$ cat config.mk
export PLATFORM = sky130hd
export DESIGN_NAME = seg7_scan_to_bcd
export DESIGN_NICKNAME = d
export VERILOG_FILES = /design/src/rtl/seg7_scan_to_bcd_pkg.sv /design/src/rtl/seg7_pattern_decode.sv /design/src/rtl/seg7_scan_to_bcd.sv
export SDC_FILE = /design/constraint.sdc
export NUM_CORES = 1
export LEC_CHECK = 0
export ABC_AREA = 1
export BUFFER_PORTS_ARGS = -buffer_cell sky130_fd_sc_hd__buf_4
export CORE_UTILIZATION = 45
export CTS_BUF_LIST = sky130_fd_sc_hd__clkbuf_8
export CTS_CLUSTER_SIZE = 25
export DETAILED_ROUTE_END_ITERATION = 8
export PLACE_DENSITY = 0.76
export SLEW_MARGIN = 20
export SYNTH_ARGS = -nofsm -noshare
export SYNTH_HDL_FRONTEND = slang
export SYNTH_HIERARCHICAL = 1
export SYNTH_SLANG_ARGS = --single-unit
$ cat constraint.sdc
create_clock -name clk -period 2.25 [get_ports clk]
set_input_delay 0.3375 -clock clk [delete_from_list [all_inputs] [get_ports clk]]
set_output_delay 0.3375 -clock clk [all_outputs]
set_load 0.05 [all_outputs]
$ cat src/rtl/seg7_scan_to_bcd_pkg.sv
// seg7_defs: shared definitions for the 7-segment display interface.
//   SEG_DIGIT : active-high gfedcba patterns for digits 0..9 (same table the
//               encoder drives), index = BCD value.
//   SEG_BLANK : all segments dark.
//   state_t   : scan-receiver capture FSM states.
package seg7_defs;

    localparam logic [6:0] SEG_DIGIT [10] = '{
        7'h3F, 7'h06, 7'h5B, 7'h4F, 7'h66,
        7'h6D, 7'h7D, 7'h07, 7'h7F, 7'h6F
    };

    localparam logic [6:0] SEG_BLANK = 7'h00;

    typedef enum logic [1:0] {
        IDLE,
        TRACK,
        CAPTURED
    } state_t;

endpackage

$ cat src/rtl/seg7_pattern_decode.sv
// seg7_pattern_decode: combinational 7-segment pattern to BCD decoder.
// Ports:
//   pattern  in   7  active-high segments, [0]=a .. [6]=g
//   legal    out  1  pattern is one of the digits 0..9
//   blank    out  1  pattern is all segments dark
//   bcd      out  4  decoded value when legal, else 0
module seg7_pattern_decode
    import seg7_defs::*;
(
    input  logic [6:0] pattern,
    output logic       legal,
    output logic       blank,
    output logic [3:0] bcd
);

    always_comb begin
        legal = 1'b0;
        blank = (pattern == SEG_BLANK);
        bcd   = '0;
        for (int unsigned i = 0; i < 10; i++) begin
            if (pattern == SEG_DIGIT[i]) begin
                legal = 1'b1;
                bcd   = 4'(i);
            end
        end
    end

endmodule

$ cat src/rtl/seg7_scan_to_bcd.sv
// seg7_scan_to_bcd: snoops a time-multiplexed 7-segment display bus and
// rebuilds the BCD value of every digit.
// Ports:
//   clk          in   1             system clock, rising edge
//   rst_n        in   1             asynchronous active-low reset
//   seg_in       in   7             segment lines, [0]=a .. [6]=g
//   an_in        in   NUM_DIGITS    digit enables, bit i = digit i
//   clr_err      in   1             synchronous clear of seg_err
//   bcd_out      out  4*NUM_DIGITS  digit i at [4i+3:4i]
//   digit_valid  out  NUM_DIGITS    last capture of digit i was a legal 0..9
//   frame_valid  out  1             pulse: every digit captured since last pulse
//   seg_err      out  NUM_DIGITS    sticky: digit i showed an illegal pattern
module seg7_scan_to_bcd
    import seg7_defs::*;
#(
    parameter int unsigned NUM_DIGITS    = 4,
    parameter int unsigned STABLE_CYCLES = 3,
    parameter int unsigned SEG_ACT_LOW   = 1,
    parameter int unsigned AN_ACT_LOW    = 1
) (
    input  logic                      clk,
    input  logic                      rst_n,
    input  logic [6:0]                seg_in,
    input  logic [NUM_DIGITS-1:0]     an_in,
    input  logic                      clr_err,
    output logic [4*NUM_DIGITS-1:0]   bcd_out,
    output logic [NUM_DIGITS-1:0]     digit_valid,
    output logic                      frame_valid,
    output logic [NUM_DIGITS-1:0]     seg_err
);

    localparam int unsigned CW = $clog2(STABLE_CYCLES + 1);
    localparam int unsigned SW = (NUM_DIGITS > 1) ? $clog2(NUM_DIGITS) : 1;

    // Synchronisers reset to the bus idle level so reset never looks like a slot.
    localparam logic [NUM_DIGITS-1:0] AN_IDLE  = (AN_ACT_LOW != 0) ? '1 : '0;
    localparam logic [6:0]            SEG_IDLE = (SEG_ACT_LOW != 0) ? '1 : '0;

    logic [1:0]            rst_pipe;
    logic                  rst_int;
    logic [6:0]            seg_meta, seg_sync, seg_n;
    logic [NUM_DIGITS-1:0] an_meta, an_sync, an_n;
    logic                  slot_ok;
    logic [SW-1:0]         slot_idx;
    state_t                state;
    logic [CW-1:0]         cnt;
    logic [SW-1:0]         cur_slot;
    logic [6:0]            cur_seg;
    logic                  same;
    logic                  cap;
    logic                  dec_legal, dec_blank;
    logic [3:0]            dec_bcd;
    logic [NUM_DIGITS-1:0] cap_bits, err_bits, mask, mask_next;

    // Reset: asserts asynchronously, releases synchronously.
    always_ff @(posedge clk or negedge rst_n) begin
        if (!rst_n) rst_pipe <= '0;
        else        rst_pipe <= {rst_pipe[0], 1'b1};
    end
    assign rst_int = rst_pipe[1];

    always_ff @(posedge clk or negedge rst_int) begin
        if (!rst_int) begin
            seg_meta <= SEG_IDLE;
            seg_sync <= SEG_IDLE;
            an_meta  <= AN_IDLE;
            an_sync  <= AN_IDLE;
        end else begin
            seg_meta <= seg_in;
            seg_sync <= seg_meta;
            an_meta  <= an_in;
            an_sync  <= an_meta;
        end
    end

    assign seg_n = (SEG_ACT_LOW != 0) ? ~seg_sync : seg_sync;
    assign an_n  = (AN_ACT_LOW != 0)  ? ~an_sync  : an_sync;

    // Exactly one enable set gives a slot; overlap or none is no slot.
    always_comb begin
        slot_ok  = (an_n != '0) && ((an_n & (an_n - NUM_DIGITS'(1))) == '0);
        slot_idx = '0;
        for (int unsigned i = 0; i < NUM_DIGITS; i++) begin
            if (an_n[i]) slot_idx = SW'(i);
        end
    end

    assign same = (slot_idx == cur_slot) && (seg_n == cur_seg);
    assign cap  = (state == TRACK) && (cnt == CW'(STABLE_CYCLES));

    seg7_pattern_decode u_decode (
        .pattern (cur_seg),
        .legal   (dec_legal),
        .blank   (dec_blank),
        .bcd     (dec_bcd)
    );

    always_comb begin
        cap_bits = '0;
        for (int unsigned i = 0; i < NUM_DIGITS; i++) begin
            cap_bits[i] = cap && (cur_slot == SW'(i));
        end
        err_bits  = cap_bits & {NUM_DIGITS{!dec_legal && !dec_blank}};
        // A full mask is held for exactly the frame_valid cycle, then restarts.
        mask_next = ((&mask) ? '0 : mask) | cap_bits;
    end

    always_ff @(posedge clk or negedge rst_int) begin
        if (!rst_int) begin
            state       <= IDLE;
            cnt         <= '0;
            cur_slot    <= '0;
            cur_seg     <= '0;
            bcd_out     <= '0;
            digit_valid <= '0;
            frame_valid <= 1'b0;
            seg_err     <= '0;
            mask        <= '0;
        end else begin
            mask        <= mask_next;
            frame_valid <= &mask_next;
            seg_err     <= (clr_err ? '0 : seg_err) | err_bits;

            for (int unsigned i = 0; i < NUM_DIGITS; i++) begin
                if (cap_bits[i]) begin
                    if (dec_legal) bcd_out[4*i +: 4] <= dec_bcd;
                    digit_valid[i] <= dec_legal;
                end
            end

            // The capture uses the stored sample; the current sample still
            // decides the next state so a change on the capture edge is tracked.
            case (state)
                IDLE: begin
                    if (slot_ok) begin
                        state    <= TRACK;
                        cnt      <= CW'(1);
                        cur_slot <= slot_idx;
                        cur_seg  <= seg_n;
                    end
                end
                default: begin
                    if (!slot_ok) begin
                        state <= IDLE;
                        cnt   <= '0;
                    end else if (!same) begin
                        state    <= TRACK;
                        cnt      <= CW'(1);
                        cur_slot <= slot_idx;
                        cur_seg  <= seg_n;
                    end else if (state == TRACK) begin
                        if (cap) state <= CAPTURED;
                        else     cnt   <= cnt + CW'(1);
                    end
                end
            endcase
        end
    end

endmodule

==> results by group <==
Outcome
  – Status: complete, no violations

Clock tree
  – Root Driver: clkbuf_8
  – CTS tree: built
  – Worst-skew pair later-pin latency: 0.34 ns
  – Reg clk slew, reported paths: around 0.07 ns
  – CTS sink cnt: 66
  – H-tree levels: 3
  – Cts bufs inserted: 9
  – Max clock buf depth: 2

Critical path
  – Critical Path Source Type: flop
  – Crit path max-delay cell type: dfrtp_1
  – CP startpoint: cur_seg[3]
  – Critical-path maximum fanout: 8
  – Critical path depth: 9
  – CP delay by family, top: simple AND/OR/NAND/NOR gates
  – Max incr delay on CP: 0.51 ns
  – Buf/Inv on CP: 1
  – Crit Reg-Reg Endpoint: seg_err[0]
  – Critical R2R Launch: cur_seg[3]
  – Crit Path Class: flop to flop
  – Worst EP arrival: between 1.5 and 2 ns
  – Critical path required time: 2.51 ns
  – Cell repeated most along the worst path: nand2_2
  – Setup crit end kind: flop
  – R2r setup slk: 0.55 ns
  – Crit-path cells: inv_1 > nand2_1 > nor2_1 > nand2_2 > nand2_2 > nor2_2 > nand3_2 > or2_2 > o22ai_1
  – CP Capture Point: seg_err[0]
  – FF-to-FF path depth: 9

Logic synthesis
  – Synth area leader: dfrtp_1
  – Mux cell area share after synthesis: 0%
  – Synth top area share: 38.11%
  – Main combinational cell family by area after synthesis: simple AND/OR/NAND/NOR gates
  – Sequential share of the synthesized area: 58.12%
  – Async SR Flop Fraction: 100.0%
  – Cell Area, Synth: 2889 sq um
  – Yosys cell types: 26
  – Post-synthesis register bit count: 66
  – Syn Area/Cell: roughly 8.5 sq um
  – Post-synth EDFFs: 0
  – Most numerous cell in the Yosys netlist: nand2_1
  – Fraction of the mapped netlist area in adder cells: 0.4331%
  – Predominant post-synthesis flop cell: dfrtp_1
  – Synth Area in Compound Gates: 4.937%
  – Synth top area cells: dfrtp_1, dfstp_2, nand2_1
  – Syn nets: 354
  – Post-synth top cells: nand2_1, inv_1, dfrtp_1, nor2_1, dfstp_2
  – Synth Warn #: 6
  – Post-Synth XOR/XNOR Area: 0%
  – Simple-gate area share of the yosys netlist: 29.45%
  – Post-Synthesis Cells: 339

Finish
  – Layout Cells excl Fill: 470
  – Filler cells: 510
  – N_diodes: 0
  – Design area: around 3500 sq um
  – Layout area overhead: 21.39%
  – Layout cells sized above 1: 25.57%
  – Fin util: between 50 and 60%
  – Layout Nets: 405

Placed design
  – Port bufs: 38
  – Post-detail-place hpwl: roughly 4300 um
  – Gpl congestion: 0.8530
  – Dpl ws: about 0.57 ns
  – Placed Area: around 3300 sq um
  – Post-Place Cells: between 400 and 500

Route
  – Via/cell ratio: 4.838
  – Post-Route WL: 5735 um
  – Initial drt markers: 154
  – Via Count: 2274
  – Antenna Nets Post-Route: 0
  – Remaining DRCs: 0
  – First-pass detailed-route iteration total: 5
  – Routed len/inst: 12.20 um

STA
  – Final worst-path setup slack: 0.5471 ns
  – Clk_skew: 0.007208 ns
  – RSZ-0062 raised after global routing: false
  – Post-route minimum period: 1.703 ns
  – Slew margin rel.: 51.14%
  – Slew of the pin with the lowest slew margin: 0.7329 ns
  – Hold Violations, Final: 0
  – Final setup viols: 0
  – Final Max Tran Viols: 0
  – Setup_tns: 0 ns
  – Max Clk Rate: roughly 0.59 GHz
  – Tcrit/Tclk final: 75.68%

Floorplan
  – Chip width: 82.13 um
  – Die area: 6745 sq um
  – Standard-cell row count: 28
  – CORE AREA: 6061 sq um
  – Starting Density: between 40% and 50%
  – Ports: 39
  – Die height: slightly above 80 um

Job
  – Max Cap Viol: 0

Global route
  – Vias in the first global route: around 2200
  – Grt total ovfl: 0
  – Global Route Usage Sum: 19.38%
  – Largest net degree at the start of global routing: 37
  – First-pass GRT wire length: 9673 um
  – Initial antenna violation count: 0

Min path
  – Hold Crit Class: primary input to flop

Pwr
  – VDD IR-drop max: 0.0005720 V
  – Cell Pwr Density: approximately 770 nW/um^2
  – Leakage: 0.001824 uW
[placed cells by master (no fill, tap or decap), types with 9 or more instances in the layout]
master	n
o21ai_1	12
nor2_1	35
nand3_1	19
dfrtp_1	43
nand2_1	105
dfstp_2	22
clkbuf_8	9
o21ai_0	9
inv_1	48
buf_4	40
[how the worst min path moves through the flow]
stage / end / startpoint / slack, ns / cells past startpoint
finish: an_meta[2] / an_in[2] / 0.11 / 1
global route: seg_meta[0] / seg_in[0] / 0.08 / 1
CTS: an_meta[2] / an_in[2] / 0.09 / 1
detailed placement: rst_pipe[0] / rst_n / 0.12 / 1
global placement: rst_pipe[0] / rst_n / 0.12 / 1
floorplan: rst_pipe[0] / rst_n / 0.04 / 0
[worst reg2reg max path: cells and delay by family (launching register included)]
| kind | cells | cell delay [ns] |
|---|---|---|
| AND/OR/NAND/NOR | 7 | 0.86 |
| flip-flops | 1 | 0.51 |
| buffers and inverters | 1 | 0.11 |
| AO/OA/AOI/OAI | 1 | 0.14 |
[power breakdown]
| part | switching, uW | internal [uW] |
|---|---|---|
| Clock | 444 | 621 |
| Sequential | 84.7 | 1260 |
| Combinational | 183 | 105 |
| Total | 712 | 1980 |
[sequential cells by signal (all words and copies together) (netlist names)]
name,count
frame_valid,1
digit_valid,4
rst_pipe,2
an_meta,4
bcd_out,16
an_sync,4
mask,4
seg_sync,7
cur_seg,7
cur_slot,2
seg_err,4
cnt,2
state,2
seg_meta,7
[kinds of logic after synthesis]
kind of cell,Yosys count
AOI/OAI and AO/OA,27
other,1
buffers and inverters,53
DFF,66
adders and majority gates,1
and+or+nand+nor,191
[routing by layer]
metal	wire, um	vias to the layer above	share of wire [%]	track usage, %
met5	0	-	0	0
met4	49	0	0.85	7.719
met3	208	4	3.6	5.275
met2	2969	44	52	32.40
met1	2507	1067	44	23.74
li1	-	1159	-	-
[per-stage QoR]
stage / total power, uW / hold WS, ns
floorplan: 1558 / 0.04191
global placement: 1635 / 0.1211
detailed placement: 1648 / 0.1216
CTS: 2717 / 0.09414
global route: 2825 / 0.08038
finish: 2694 / 0.1056
[timing repair]
item                      4_1_cts  5_1_grt
setup buffers                   0        0
resized for setup               0        0
hold endpoints to repair        2        0
hold buffers                    1        0
[final cells by class]
cell class | instances | area, sq um | area share (%)
Inverter | 52 | 195.2 | 5.565
Clock buffer | 9 | 123.9 | 3.532
Multi-Input combinational cell | 220 | 1010 | 28.79
Tap cell | 75 | 93.84 | 2.676
Clock inverter | 7 | 93.84 | 2.676
Sequential cell | 66 | 1680 | 47.91
Timing Repair Buffer | 41 | 310.3 | 8.848
Note: power is estimated with default switching activity, not from simulation.
